[src/rtl/serial_deser_rx.sv]
// Framed serial-to-parallel receiver: start bit, WIDTH data bits, optional even
// parity, stop bit. Samples the line only on bit-strobe (en) cycles.
module serial_deser_rx #(
  parameter int unsigned WIDTH     = 8,
  parameter bit          MSB_FIRST = 1'b1,
  parameter bit          PARITY_EN = 1'b1
) (
  input  logic             clk,
  input  logic             rst,
  input  logic             in_serial,
  input  logic             en,
  output logic [WIDTH-1:0] out_paralelo,
  output logic             valid,
  output logic             erro_paridade,
  output logic             erro_quadro,
  output logic             busy
);

  localparam int unsigned CW = $clog2(WIDTH);

  typedef enum logic [2:0] {
    S_IDLE,
    S_DATA,
    S_PARITY,
    S_STOP,
    S_WAIT_IDLE
  } state_t;

  state_t           state_q, state_d;
  logic [CW-1:0]    cnt_q, cnt_d;
  logic [WIDTH-1:0] shift_q, shift_d;
  logic             par_err_q, par_err_d;
  logic [WIDTH-1:0] out_q, out_d;
  logic             valid_q, valid_d;
  logic             perr_q, perr_d;
  logic             ferr_q, ferr_d;
  logic [WIDTH-1:0] shifted;

  assign shifted = MSB_FIRST ? {shift_q[WIDTH-2:0], in_serial}
                             : {in_serial, shift_q[WIDTH-1:1]};

  always_comb begin
    state_d   = state_q;
    cnt_d     = cnt_q;
    shift_d   = shift_q;
    par_err_d = par_err_q;
    out_d     = out_q;
    valid_d   = 1'b0;
    perr_d    = 1'b0;
    ferr_d    = 1'b0;
    if (en) begin
      unique case (state_q)
        S_IDLE: begin
          if (!in_serial) begin
            state_d   = S_DATA;
            cnt_d     = '0;
            par_err_d = 1'b0;
          end
        end
        S_DATA: begin
          shift_d = shifted;
          cnt_d   = cnt_q + CW'(1);
          if (cnt_q == CW'(WIDTH - 1)) begin
            state_d = PARITY_EN ? S_PARITY : S_STOP;
          end
        end
        S_PARITY: begin
          par_err_d = (^shift_q) ^ in_serial;
          state_d   = S_STOP;
        end
        S_STOP: begin
          if (in_serial) begin
            out_d   = shift_q;
            valid_d = 1'b1;
            perr_d  = PARITY_EN ? par_err_q : 1'b0;
            state_d = S_IDLE;
          end else begin
            ferr_d  = 1'b1;
            state_d = S_WAIT_IDLE;
          end
        end
        S_WAIT_IDLE: begin
          // A held-low break line must not be mistaken for fresh start bits.
          if (in_serial) begin
            state_d = S_IDLE;
          end
        end
        default: state_d = S_IDLE;
      endcase
    end
  end

  always_ff @(posedge clk) begin
    if (rst) begin
      state_q   <= S_IDLE;
      cnt_q     <= '0;
      shift_q   <= '0;
      par_err_q <= 1'b0;
      out_q     <= '0;
      valid_q   <= 1'b0;
      perr_q    <= 1'b0;
      ferr_q    <= 1'b0;
    end else begin
      state_q   <= state_d;
      cnt_q     <= cnt_d;
      shift_q   <= shift_d;
      par_err_q <= par_err_d;
      out_q     <= out_d;
      valid_q   <= valid_d;
      perr_q    <= perr_d;
      ferr_q    <= ferr_d;
    end
  end

  assign out_paralelo  = out_q;
  assign valid         = valid_q;
  assign erro_paridade = perr_q;
  assign erro_quadro   = ferr_q;
  assign busy          = (state_q != S_IDLE);

endmodule

[config.mk]
export PLATFORM = sky130hd
export DESIGN_NAME = serial_deser_rx
export DESIGN_NICKNAME = d
export VERILOG_FILES = /design/src/rtl/serial_deser_rx.sv
export SDC_FILE = /design/constraint.sdc
export NUM_CORES = 1
export LEC_CHECK = 0
export CAP_MARGIN = 20
export CORE_MARGIN = 2
export CORE_UTILIZATION = 30
export CTS_BUF_LIST = sky130_fd_sc_hd__clkbuf_2 sky130_fd_sc_hd__clkbuf_4 sky130_fd_sc_hd__clkbuf_8
export DETAILED_ROUTE_END_ITERATION = 8
export PLACE_DENSITY = 0.48
export SLEW_MARGIN = 10
export SYNTH_ARGS = -nofsm -noshare
export SYNTH_HDL_FRONTEND = slang
export SYNTH_SLANG_ARGS = --single-unit
[constraint.sdc]
create_clock -name clk -period 1.3 [get_ports clk]
set_input_delay 0.26 -clock clk [delete_from_list [all_inputs] [get_ports clk]]
set_output_delay 0.26 -clock clk [all_outputs]
set_load 0.05 [all_outputs]
## After elaboration in Yosys (flattened, before gate mapping)

Cells that the tools add are included.

- Flip-flop bits (word level): 26
- Bits in latches: 0
- Memory bits (writable): 0
- ROM bits: 0
- Bits of input ports: 4
- Output and inout bits: 12
- Memories: 0

- Add/sub/neg operators: 1
- Multiply operators: 0
- Div/mod/pow operators: 0
- Magnitude comparators: 0
- Equal/unequal tests: 8
- Shifts and indexed selects: 0
- Multiplexer cells: 11
- Bitwise logic cells: 3
- Reduce and logical (&&, ||, !) cells: 11

Operators with widths:

| cell | count |
|---|---|
| 3-bit two-way mux | 5 |
| 3-bit case mux with 5 select lines | 1 |
| 8-bit parity | 1 |
| 3-bit by 2-bit equality test with 1-bit output, second input constant | 2 |
| 3-bit equality test, second input constant | 2 |
| 2-bit != test, second input constant | 3 |
| 3-bit case mux with 2 select lines | 1 |
| 3-bit AND reduction | 2 |
| 2-bit AND reduction | 2 |
| 4-bit AND reduction | 1 |
| 2-bit nonzero test | 2 |
| 3-bit by 1-bit adder with 3-bit output, second input constant | 1 |
| 3-bit by 1-bit equality test with 1-bit output, second input constant | 1 |
| 3-bit logical NOT | 1 |
| 1-bit two-way mux | 3 |
| 3-bit nonzero test | 1 |
| 3-bit OR reduction | 1 |
| 1-bit inverter | 2 |
| 1-bit case mux with 2 select lines | 1 |
| 1-bit XOR | 1 |

## Depth between registers and ports, before layout

Gate-level depths: netlist of run 1.

- Depth in word-level cells: 3
- Gate-level depth with buffers: 6
- Depth with buffers taken out: 6

## Worst setup path before layout of run 1

OpenSTA, ideal clock, no wires.

- Path type: register to output
- Start: register state_q[0]
- End: output port busy
- Arrival: 1.013 ns
- Path slack: 0.027 ns
- Cell stages (with the launch flop): 3
- Buffers on the path: 1
- Cells stage by stage: dfxtp_1 > buf_2 > or3_1

- Word-level cells in the longest chain between the ends: 1

RTL lines:

| element | RTL line | text |
|---|---|---|
| start, declared | 29 | `state_t state_q, state_d;` |
| start signal, assigned | 104 | `state_q <= state_d;` |
| 3-bit nonzero test | 119 | `assign busy = (state_q != S_IDLE);` |
| end, declared | 16 | `output logic busy` |

No other way between the ends.

## Worst setup path in the final report of run 1

- Start: register state_q[1]
- End: output port busy

Same word-level chain as after synthesis.

==> results.md, run 1 <==
- Fin. Hold Viols: 0
- First-pass GRT wire length: approximately 3.7 mm
- Length of the first detailed-routing pass in iterations: 2
- Area Growth Syn to Fin: 47.0%
- RSZ-0062 raised after global routing: yes
- Latest clock arrival within the worst-skew pair: between 0.2 and 0.3 ns
- Run status: finished, violations left
- Core box area: 0.00363 mm^2
- Via count: approximately 920
- Final setup margin: -0.117 ns
- Mapped cell area: ~0.0011 mm^2
- Slew @ Worst Pin: 0.262 ns
- Hold Path End: shift_q[0]$_SDFFE_PP0P_
- Die span in x: between 60 and 70 um
- Worst clock skew: between 0.006 and 0.007 ns
- Routed vias/inst: ~4.5
- Total gr overflow: 0
- Relative slew margins: between 80% and 90%
- Logic pwr share: 7.5%
- H-tree Lvls: 1
- HP Class: primary input to flop
- LEAKAGE: about 0.73 nW
- FF+latch count, synth: 26
- Post-route DRC: 0
- Final WL: 2.26 mm
- Most frequent cells in the layout: dfxtp_1, buf_4, nor2_1
- Max cap viols: 0
- Part of the power in registers: 55.3%
- Worst reg2reg startpoint: shift_q[3]$_SDFFE_PP0P_
- Port Buf Inserts: 15
- Synthesized instance count: 124
- Cell count of the worst reg-to-reg path: 4
- Syn Nets: 130
- Die H: ~65 um
- Final Slew Violations: 0
- Sw power: approximately 330 uW
- Detailed placement HPWL: 1.55 mm
- Sw Ratio: roughly 23%
- Vias in the first global route: approximately 860
- Kind of end point of the critical path: output pin
- Avg WL per Cell: roughly 11 um
- # diodes: 0
- Layout cells sized above 1: 28.6%
- R2R Path End: par_err_q$_SDFFE_PP0P_
- Crit share post-route: 109%
- Clock Tree Root: clkbuf_8
- Fmax: between 700 and 800 MHz
- Routability Congestion: just under 0.7
- PwrDens: just under 900 mW/mm^2
- CTS tree: done
- Min-delay src: in_serial
- Finished Core Util: ~45%
- Worst EP arrival: approximately 1.2 ns
- Clock sink count: 26
- Initial antenna violation count: 0
- Critical path's slowest cell: or3_4
- Starting Density: 30.8%
- Required @ worst endpoint: 1.04 ns
- GR Util All Layers: 11.4%
- Antenna Nets Post-Route: 0
- Detailed Route Iter0 Violations: 32
- Minimum clock period: roughly 1.4 ns
- Synth cell types: 27
- IR drop worst, VDD: 389 uV
- Worst hold margin: between 0.3 and 0.4 ns
- Crit path kind: flop to output pin
- Crit-path leading delay family: simple AND/OR/NAND/NOR gates
- Pre-CTS WS: -0.320 ns
- Yosys warnings: 0
- Post-layout nets: about 160
- Largest net degree at the start of global routing: 15
- Synth top area share: between 40% and 50%
- Slowest cell delay on critical path: between 0.3 and 0.4 ns
- Fill cells: 366
- Synth top area cells: dfxtp_1, mux2i_1, a21oi_1
- CTS buffer count: 3
- Finish-stage setup viols: 1
- Failing checks: setup timing
- Clk network pwr share: approximately 37%
- FP Rows: 22
- I/O Pins: 16
- CP Launch Type: flop
- Synth area leader: dfxtp_1
- R2R Setup Slk: 0.03 ns
- Clock slew seen by the registers of the worst setup and hold paths: 0.08 ns
- Full die area: 0.00424 mm^2
- Clock Path Buffers: 2
- Syn Area/Cell: between 9 and 10 um^2
- Register area: 537 um^2
- P_int: ~1.1 mW
- Buf+Inv Stages, Crit Path: 1
- Register area share after synthesis: approximately 46%
- CP max FO: 2
- Most common cell after layout, fill and taps aside: dfxtp_1
- Multi-input logic area: 567 um^2
- CP cell instances: or3_4, buf_6
- WHS Path Cells: 3
==> power groups by stage <==
stage | registers (mW) | logic [mW] | clock network (mW)
global route | 0.799 | 0.117 | 0.585
detailed placement | 0.825 | 0.103 | 0
finish | 0.798 | 0.109 | 0.536
floorplan | 0.823 | 0.0614 | 0
global placement | 0.825 | 0.103 | 0
CTS | 0.802 | 0.106 | 0.558
==> sequential cells by signal, indices dropped and copies added (netlist names) <==
register,flops
erro_paridade,1
out_paralelo,8
shift_q,8
valid,1
par_err_q,1
cnt_q,3
state_q,3
erro_quadro,1
==> Yosys cell counts <==
master / count
nand4_1: 1
and3_1: 2
nand3b_1: 2
o21ai_0: 1
nand3_1: 1
nor3_1: 2
nand4bb_1: 1
nor2b_1: 1
xnor2_1: 6
clkbuf_1: 3
inv_1: 1
dfxtp_1: 26
buf_4: 3
or3_1: 1
buf_2: 3
nand4b_1: 3
nand2_1: 16
xnor3_1: 1
or3b_1: 1
o21ai_1: 1
nor2_1: 17
and3b_1: 1
nand2b_1: 3
nor3b_1: 1
a21oi_1: 14
ha_1: 2
mux2i_1: 10
==> metrics by stage <==
stage | TNS, ns | cell area (um^2) | cells | power [mW]
final | -0.117 | 1650 | 202 | 1.44
after floorplan | 0 | 1120 | 124 | 0.884
after CTS | -0.134 | 1590 | 200 | 1.47
after global routing | -0.217 | 1650 | 202 | 1.50
after global placement | -5.13 | 1510 | 194 | 0.927
after detailed placement | -5.57 | 1510 | 194 | 0.928
==> cell families after synthesis <==
logic type	share of synthesized area [%]
AOI/OAI and AO/OA	7.15
xor gates and xnor gates	6.70
adders and majority gates	2.23
buffers and inverters	4.69
DFF	46.5
muxes	8.94
and+or+nand+nor	23.8
==> metal layers <==
layer	track usage [%]	vias up	routed length [um]
met2	17.0	14	989
li1	-	474	-
met3	1.71	5	80
met1	15.2	426	1120
met4	7.81	0	72
met5	0	-	0
==> worst min-delay path: cells and delay by family <==
family                 cells  cell delay, ns
buffers and inverters      1            0.20
and+or+nand+nor            1            0.09
AOI/OAI and AO/OA          1            0.05
==> final cells by class <==
cell class / count / area share, %
clock buffer: 4 / 3.34
timing repair buffer: 35 / 25.8
sequential: 26 / 32.6
multi-input combinational: 88 / 34.4
inverter: 1 / 0.228
tap: 48 / 3.65
==> worst max path at each step <==
stage	depth (start not counted)	startpoint	to
2_1_floorplan	2	state_q[0]$_SDFFE_PP0P_	busy
3_3_place_gp	6	en	out_paralelo[2]$_SDFFE_PP0P_
3_5_place_dp	6	en	out_paralelo[5]$_SDFFE_PP0P_
4_1_cts	2	state_q[1]$_SDFFE_PP0P_	busy
5_1_grt	2	state_q[1]$_SDFFE_PP0P_	busy
6_report	2	state_q[1]$_SDFFE_PP0P_	busy
==> timing repair <==
item / in CTS / in global routing
hold buffers: 0 / 0
setup buffers: 2 / 2
endpoints found under the setup margin: 6 / 11
pin swaps: 1 / 4
resized for setup: 6 / 12
No activity file was read; power rests on OpenSTA's default activity.
==> run 2, diff against run 1 <==
CORE_UTILIZATION = 50   (was 30)
PLACE_DENSITY = 0.74   (was 0.48)
==> run 2 against run 1 <==
  * The run still ends with setup timing left
  * Sequential share of layout area fell by 1.5 points
  * Core utilization rose by 33 points
  * Clock skew fell by 0.0024 ns
  * First-iteration DRC count fell by 56%
  * Largest cell class unchanged
  * Highest routed layer unchanged
  * Combinational power rose by 23%
  * Maximum frequency fell by 5.6%
  * Global-route usage rose by 8.1 points
==> results.md, run 2 (same netlist as run 1, synthesis figures left out) <==
- CTS buffer count: 3
- Die H: ~50 um
- P_int: 1.17 mW
- Avg WL per Cell: 14.4 um
- GR Util All Layers: approximately a fifth
- H-tree Lvls: 1
- Starting Density: about half
- Critical path's slowest cell: or3_4
- Clock sink count: 26
- Routed vias/inst: between 5 and 6
- Required @ worst endpoint: 1.04 ns
- Relative slew margins: 79.0%
- Total chip power: around 1.5 mW
- Initial antenna violation count: 0
- Max cap viols: 0
- Fmax: around 670 MHz
- CP Launch Type: flop
- Layout cells sized above 1: 40.9%
- Finish-stage setup viols: 17
- Detailed placement HPWL: approximately 1.7 mm
- Multi-input logic area: a little under 700 um^2
- Slew @ Worst Pin: 0.314 ns
- Crit share post-route: 115%
- Port Buf Inserts: 15
- Worst clock skew: 0.00445 ns
- RSZ-0062 raised after global routing: yes
- Kind of end point of the critical path: output pin
- Post-layout nets: roughly 160
- I/O Pins: 16
- Logic pwr share: around 8.9%
- FP Rows: 17
- Clock slew seen by the registers of the worst setup and hold paths: roughly 0.14 ns
- Core box area: between 0.002 and 0.0025 mm^2
- HP Class: flop to flop
- Crit path kind: flop to output pin
- Full die area: around 0.0026 mm^2
- Fin. Hold Viols: 0
- First-pass GRT wire length: ~3.8 mm
- CTS tree: done
- Routability Congestion: roughly 0.74
- Hold_buf cts: 0
- Slowest cell delay on critical path: ~0.38 ns
- Clock Path Buffers: 2
- # diodes: 0
- Via count: between 900 and 1000
- IR drop worst, VDD: ~1000 uV
- Run status: finished, violations left
- Sw Ratio: a little over a fifth
- Final WL: roughly 2.5 mm
- CP max FO: 2
- Final Slew Violations: 0
- Final setup margin: -0.201 ns
- Crit-path leading delay family: simple AND/OR/NAND/NOR gates
- Antenna Nets Post-Route: 0
- Area Growth Syn to Fin: 52.4%
- Sw power: around 330 uW
- Most frequent cells in the layout: dfxtp_1, nor2_1, buf_12
- PwrDens: roughly 880 mW/mm^2
- Clock Tree Root: clkbuf_4
- Fill cells: 140
- LEAKAGE: slightly above 0.7 nW
- Worst EP arrival: approximately 1.2 ns
- Total gr overflow: 0
- Largest net degree at the start of global routing: 22
- Failing checks: setup timing
- Latest clock arrival within the worst-skew pair: about 0.34 ns
- Worst hold margin: ~0.50 ns
- Clk network pwr share: ~38%
- CP cell instances: or3_4, buf_6
- Part of the power in registers: between 50% and 60%
- Die span in x: ~51 um
- Register area: around 530 um^2
- Buf+Inv Stages, Crit Path: 1
- Finished Core Util: between 70% and 80%
- Vias in the first global route: between 800 and 900
- Length of the first detailed-routing pass in iterations: 4
- Minimum clock period: about 1.5 ns
- Detailed Route Iter0 Violations: 14
- Most common cell after layout, fill and taps aside: dfxtp_1
- Post-route DRC: 0
==> run 2: changes by cell type in the layout (fill, tap and decap cells not counted), sizes merged <==
cell	change
bufinv	+1
buf	-5
clkbuf	-1
dlymetal6s2s	-2
clkdlybuf4s50	+2
==> run 2: metal layers <==
| layer | global-route usage, % | up-vias | wire (um) |
|---|---|---|---|
| li1 | - | 467 | - |
| met1 | 23.0 | 456 | 1100 |
| met2 | 34.0 | 25 | 1270 |
| met3 | 2.34 | 9 | 110 |
| met4 | 11.4 | 0 | 68 |
| met5 | 0 | - | 0 |
==> run 2: path summary, 6_finish.rpt <==
path                           startpoint                      endpoint  depth (start not counted)  slack, ns
hold / removal    shift_q[7]$_SDFFE_PP0P_       shift_q[7]$_SDFFE_PP0P_                          2       0.50
setup / recovery  state_q[2]$_SDFFE_PP0P_                          busy                          2      -0.20
hold reg to reg   shift_q[7]$_SDFFE_PP0P_       shift_q[7]$_SDFFE_PP0P_                          2       0.50
setup reg to reg  state_q[2]$_SDFFE_PP0P_  out_paralelo[5]$_SDFFE_PP0P_                          7      -0.06
==> run 2: worst min-delay path: stages (launching register included) <==
cell and delay [ns]:
dfxtp_2 0.36, nand2_2 0.07, a21oi_2 0.05
==> run 2: power by group through the flow <==
stage               sequential [mW]  combinational (mW)  clock [mW]
floorplan                     0.823              0.0614           0
global placement              0.827              0.0963           0
detailed placement            0.827              0.0989           0
CTS                           0.803               0.112       0.573
global route                  0.805               0.143       0.603
finish                        0.804               0.134       0.563
==> run 2: metrics by stage <==
stage | instances | area, um^2 | setup TNS, ns | setup slack, ns
6_report | 177 | 1710 | -0.883 | -0.201
5_1_grt | 177 | 1710 | -2.03 | -0.226
4_1_cts | 176 | 1560 | -0.213 | -0.213
3_5_place_dp | 170 | 1470 | -5.77 | -0.337
3_3_place_gp | 170 | 1470 | -5.15 | -0.277
2_1_floorplan | 124 | 1120 | 0 | 0.0268
==> run 2: cell type report <==
cell class,instances,area share (%)
Timing Repair Buffer,30,24.0
Clock buffer,3,1.32
Multi-Input combinational cell,88,39.5
Inverter,1,0.220
Tap cell,28,2.05
Clock inverter,1,1.76
Sequential cell,26,31.1
==> run 2: what timing repair did <==
item                       in CTS  in global routing
pin swaps                       0                 15
setup endpoints to repair       2                 20
buffers inserted                2                  1
resized for setup               9                 36
==> run 3, diff against run 2 <==
CORE_MARGIN = 5   (was 2)
SLEW_MARGIN = 15   (was 10)
==> run 3 against run 2 <==
  * The flow still finishes with violations (setup timing)
  * Via count shrank 3.3%
  * Total power shrank 0.66%
  * Clock skew shrank 0.0017 ns
  * Maximum frequency grew 2.0%
  * Non-clock buffer count grew 3
  * Final cell count grew 1.7%
  * Hold slack lost 0.011 ns
  * Critical path depth is the same
  * Final area shrank 3.4%
  * Largest cell class unchanged
  * Largest power group unchanged
==> results.md, run 3 (same netlist as run 1, synthesis figures left out) <==
- Hold Path End: par_err_q$_SDFFE_PP0P_
- Final Non-Filler Cells: 180
- Sw power: roughly 320 uW
- Largest net degree at the start of global routing: 22
- Length of the first detailed-routing pass in iterations: 4
- RSZ-0062 raised after global routing: yes
- HP Class: flop to flop
- Full die area: ~0.0033 mm^2
- Slew @ Worst Pin: 0.322 ns
- Clock slew seen by the registers of the worst setup and hold paths: approximately 0.14 ns
- Finish-stage setup viols: 12
- Critical path's slowest cell: dfxtp_4
- R2R Setup Slk: -0.07 ns
- Post-layout nets: about 160
- Worst EP arrival: ~1.2 ns
- CP Launch Type: flop
- Vias in the first global route: between 900 and 1000
- Buf+Inv Stages, Crit Path: 1
- Relative slew margins: 78.4%
- Final WL: 2.40 mm
- Crit path kind: flop to output pin
- Finished Core Util: approximately three quarters
- Clock Path Buffers: 2
- Worst hold margin: between 0.4 and 0.5 ns
- Antenna Nets Post-Route: 0
- Post-route DRC: 0
- Run status: finished, violations left
- Detailed Route Iter0 Violations: 23
- Worst reg2reg startpoint: state_q[0]$_SDFFE_PP0P_
- P_int: between 1 and 1.5 mW
- Final setup margin: -0.172 ns
- Clock sink count: 26
- Routability Congestion: ~0.78
- Fmax: just under 700 MHz
- Latest clock arrival within the worst-skew pair: about 0.33 ns
- Avg WL per Cell: roughly 13 um
- Fill cells: 145
- I/O Pins: 16
- PwrDens: ~910 mW/mm^2
- CTS tree: done
- Part of the power in registers: 53.7%
- CP cell instances: or3_1, buf_6
- Crit-path leading delay family: flip-flops
- GR Util All Layers: between 10% and 20%
- Total gr overflow: 0
- CTS buffer count: 3
- Die H: ~57 um
- First-pass GRT wire length: about 4.0 mm
- LEAKAGE: 0.715 nW
- Worst clock skew: between 0.002 and 0.003 ns
- Max cap viols: 0
- Clock Tree Root: clkbuf_4
- Min-delay src: par_err_q$_SDFFE_PP0P_
- Failing checks: setup timing
- IR drop worst, VDD: ~700 uV
- Fin. Hold Viols: 0
- Hold_buf cts: 0
- Initial antenna violation count: 0
- FP Rows: 17
- Routed vias/inst: roughly 5.1
- Cell count of the worst reg-to-reg path: 7
- Layout cells sized above 1: about a third
- Core box area: 0.00217 mm^2
- # diodes: 0
- Kind of end point of the critical path: output pin
- Final Slew Violations: 0
- Detailed placement HPWL: 1.65 mm
- Starting Density: about half
- Sw Ratio: 21.4%
- Minimum clock period: roughly 1.5 ns
- Dpl cells: between 150 and 200
- Port Buf Inserts: 15
- Clk network pwr share: ~38%
- Area Growth Syn to Fin: 47.2%
- Required @ worst endpoint: 1.04 ns
- Most common cell after layout, fill and taps aside: dfxtp_1
- Crit share post-route: 113%
- Most frequent cells in the layout: dfxtp_1, nor2_1, nand2_1
- WHS Path Cells: 2
- CP max FO: 2
- Critical Path Start: state_q[2]$_SDFFE_PP0P_
- H-tree Lvls: 1
- Via count: ~930
- Logic pwr share: roughly 8.7%
- Die span in x: ~57 um
- Slowest cell delay on critical path: between 0.3 and 0.4 ns
- R2R Path End: cnt_q[2]$_SDFFE_PP0P_
-- run 3: changes by cell type in the layout (fill, tap and decap cells not counted), sizes merged --
cell	before	now
buf	27	30
-- run 3: timing repair --
item / CTS / global route
pin swaps: 1 / 8
gates resized for setup: 10 / 17
setup endpoints to repair: 2 / 15
buffers inserted: 3 / 3
-- run 3: stage by stage --
step	power [mW]	setup slack (ns)	instance area, um^2	TNS, ns
2_1_floorplan	0.884	0.0268	1120	0
3_3_place_gp	0.924	-0.268	1470	-5.14
3_5_place_dp	0.926	-0.306	1470	-5.62
4_1_cts	1.48	-0.176	1560	-0.176
5_1_grt	1.54	-0.210	1650	-1.56
6_report	1.49	-0.172	1650	-0.570
-- run 3: final cells by class --
| class | count | area (um^2) | share of cell area [%] |
|---|---|---|---|
| Timing Repair Buffer | 33 | 428 | 26.0 |
| Clock inverter | 1 | 30.0 | 1.82 |
| Multi-Input combinational cell | 88 | 592 | 35.9 |
| Inverter | 1 | 3.75 | 0.228 |
| Sequential cell | 26 | 537 | 32.6 |
| Tap cell | 28 | 35.0 | 2.13 |
| Clock buffer | 3 | 22.5 | 1.37 |
-- run 3: layer usage --
metal	share of wire (%)	GRT usage (%)	vias to the layer above
met2	49	26.3	24
met1	44	17.6	424
li1	-	-	470
met4	2.3	7.95	0
met5	0	0	-
met3	4.6	2.94	7
-- run 3: power by group through the flow --
| stage | combinational, mW | clock (mW) | sequential (mW) |
|---|---|---|---|
| 3_3_place_gp | 0.101 | 0 | 0.824 |
| 6_report | 0.129 | 0.562 | 0.800 |
| 4_1_cts | 0.110 | 0.571 | 0.802 |
| 3_5_place_dp | 0.102 | 0 | 0.824 |
| 5_1_grt | 0.140 | 0.600 | 0.802 |
| 2_1_floorplan | 0.0614 | 0 | 0.823 |
-- run 3: worst max path at each step --
stage,end,slack (ns),cells after the start
2_1_floorplan,busy,0.03,2
3_3_place_gp,out_paralelo[4]$_SDFFE_PP0P_,-0.27,6
3_5_place_dp,out_paralelo[4]$_SDFFE_PP0P_,-0.31,6
4_1_cts,busy,-0.18,2
5_1_grt,busy,-0.21,2
6_report,busy,-0.17,2
-- run 3: worst reg2reg max path: stages (launching register included) --
cell      delay [ns]
dfxtp_2         0.35
buf_4           0.12
buf_6           0.11
buf_6           0.12
nand2b_4        0.13
nand3b_1        0.18
mux2i_1         0.23
nor2_1          0.05
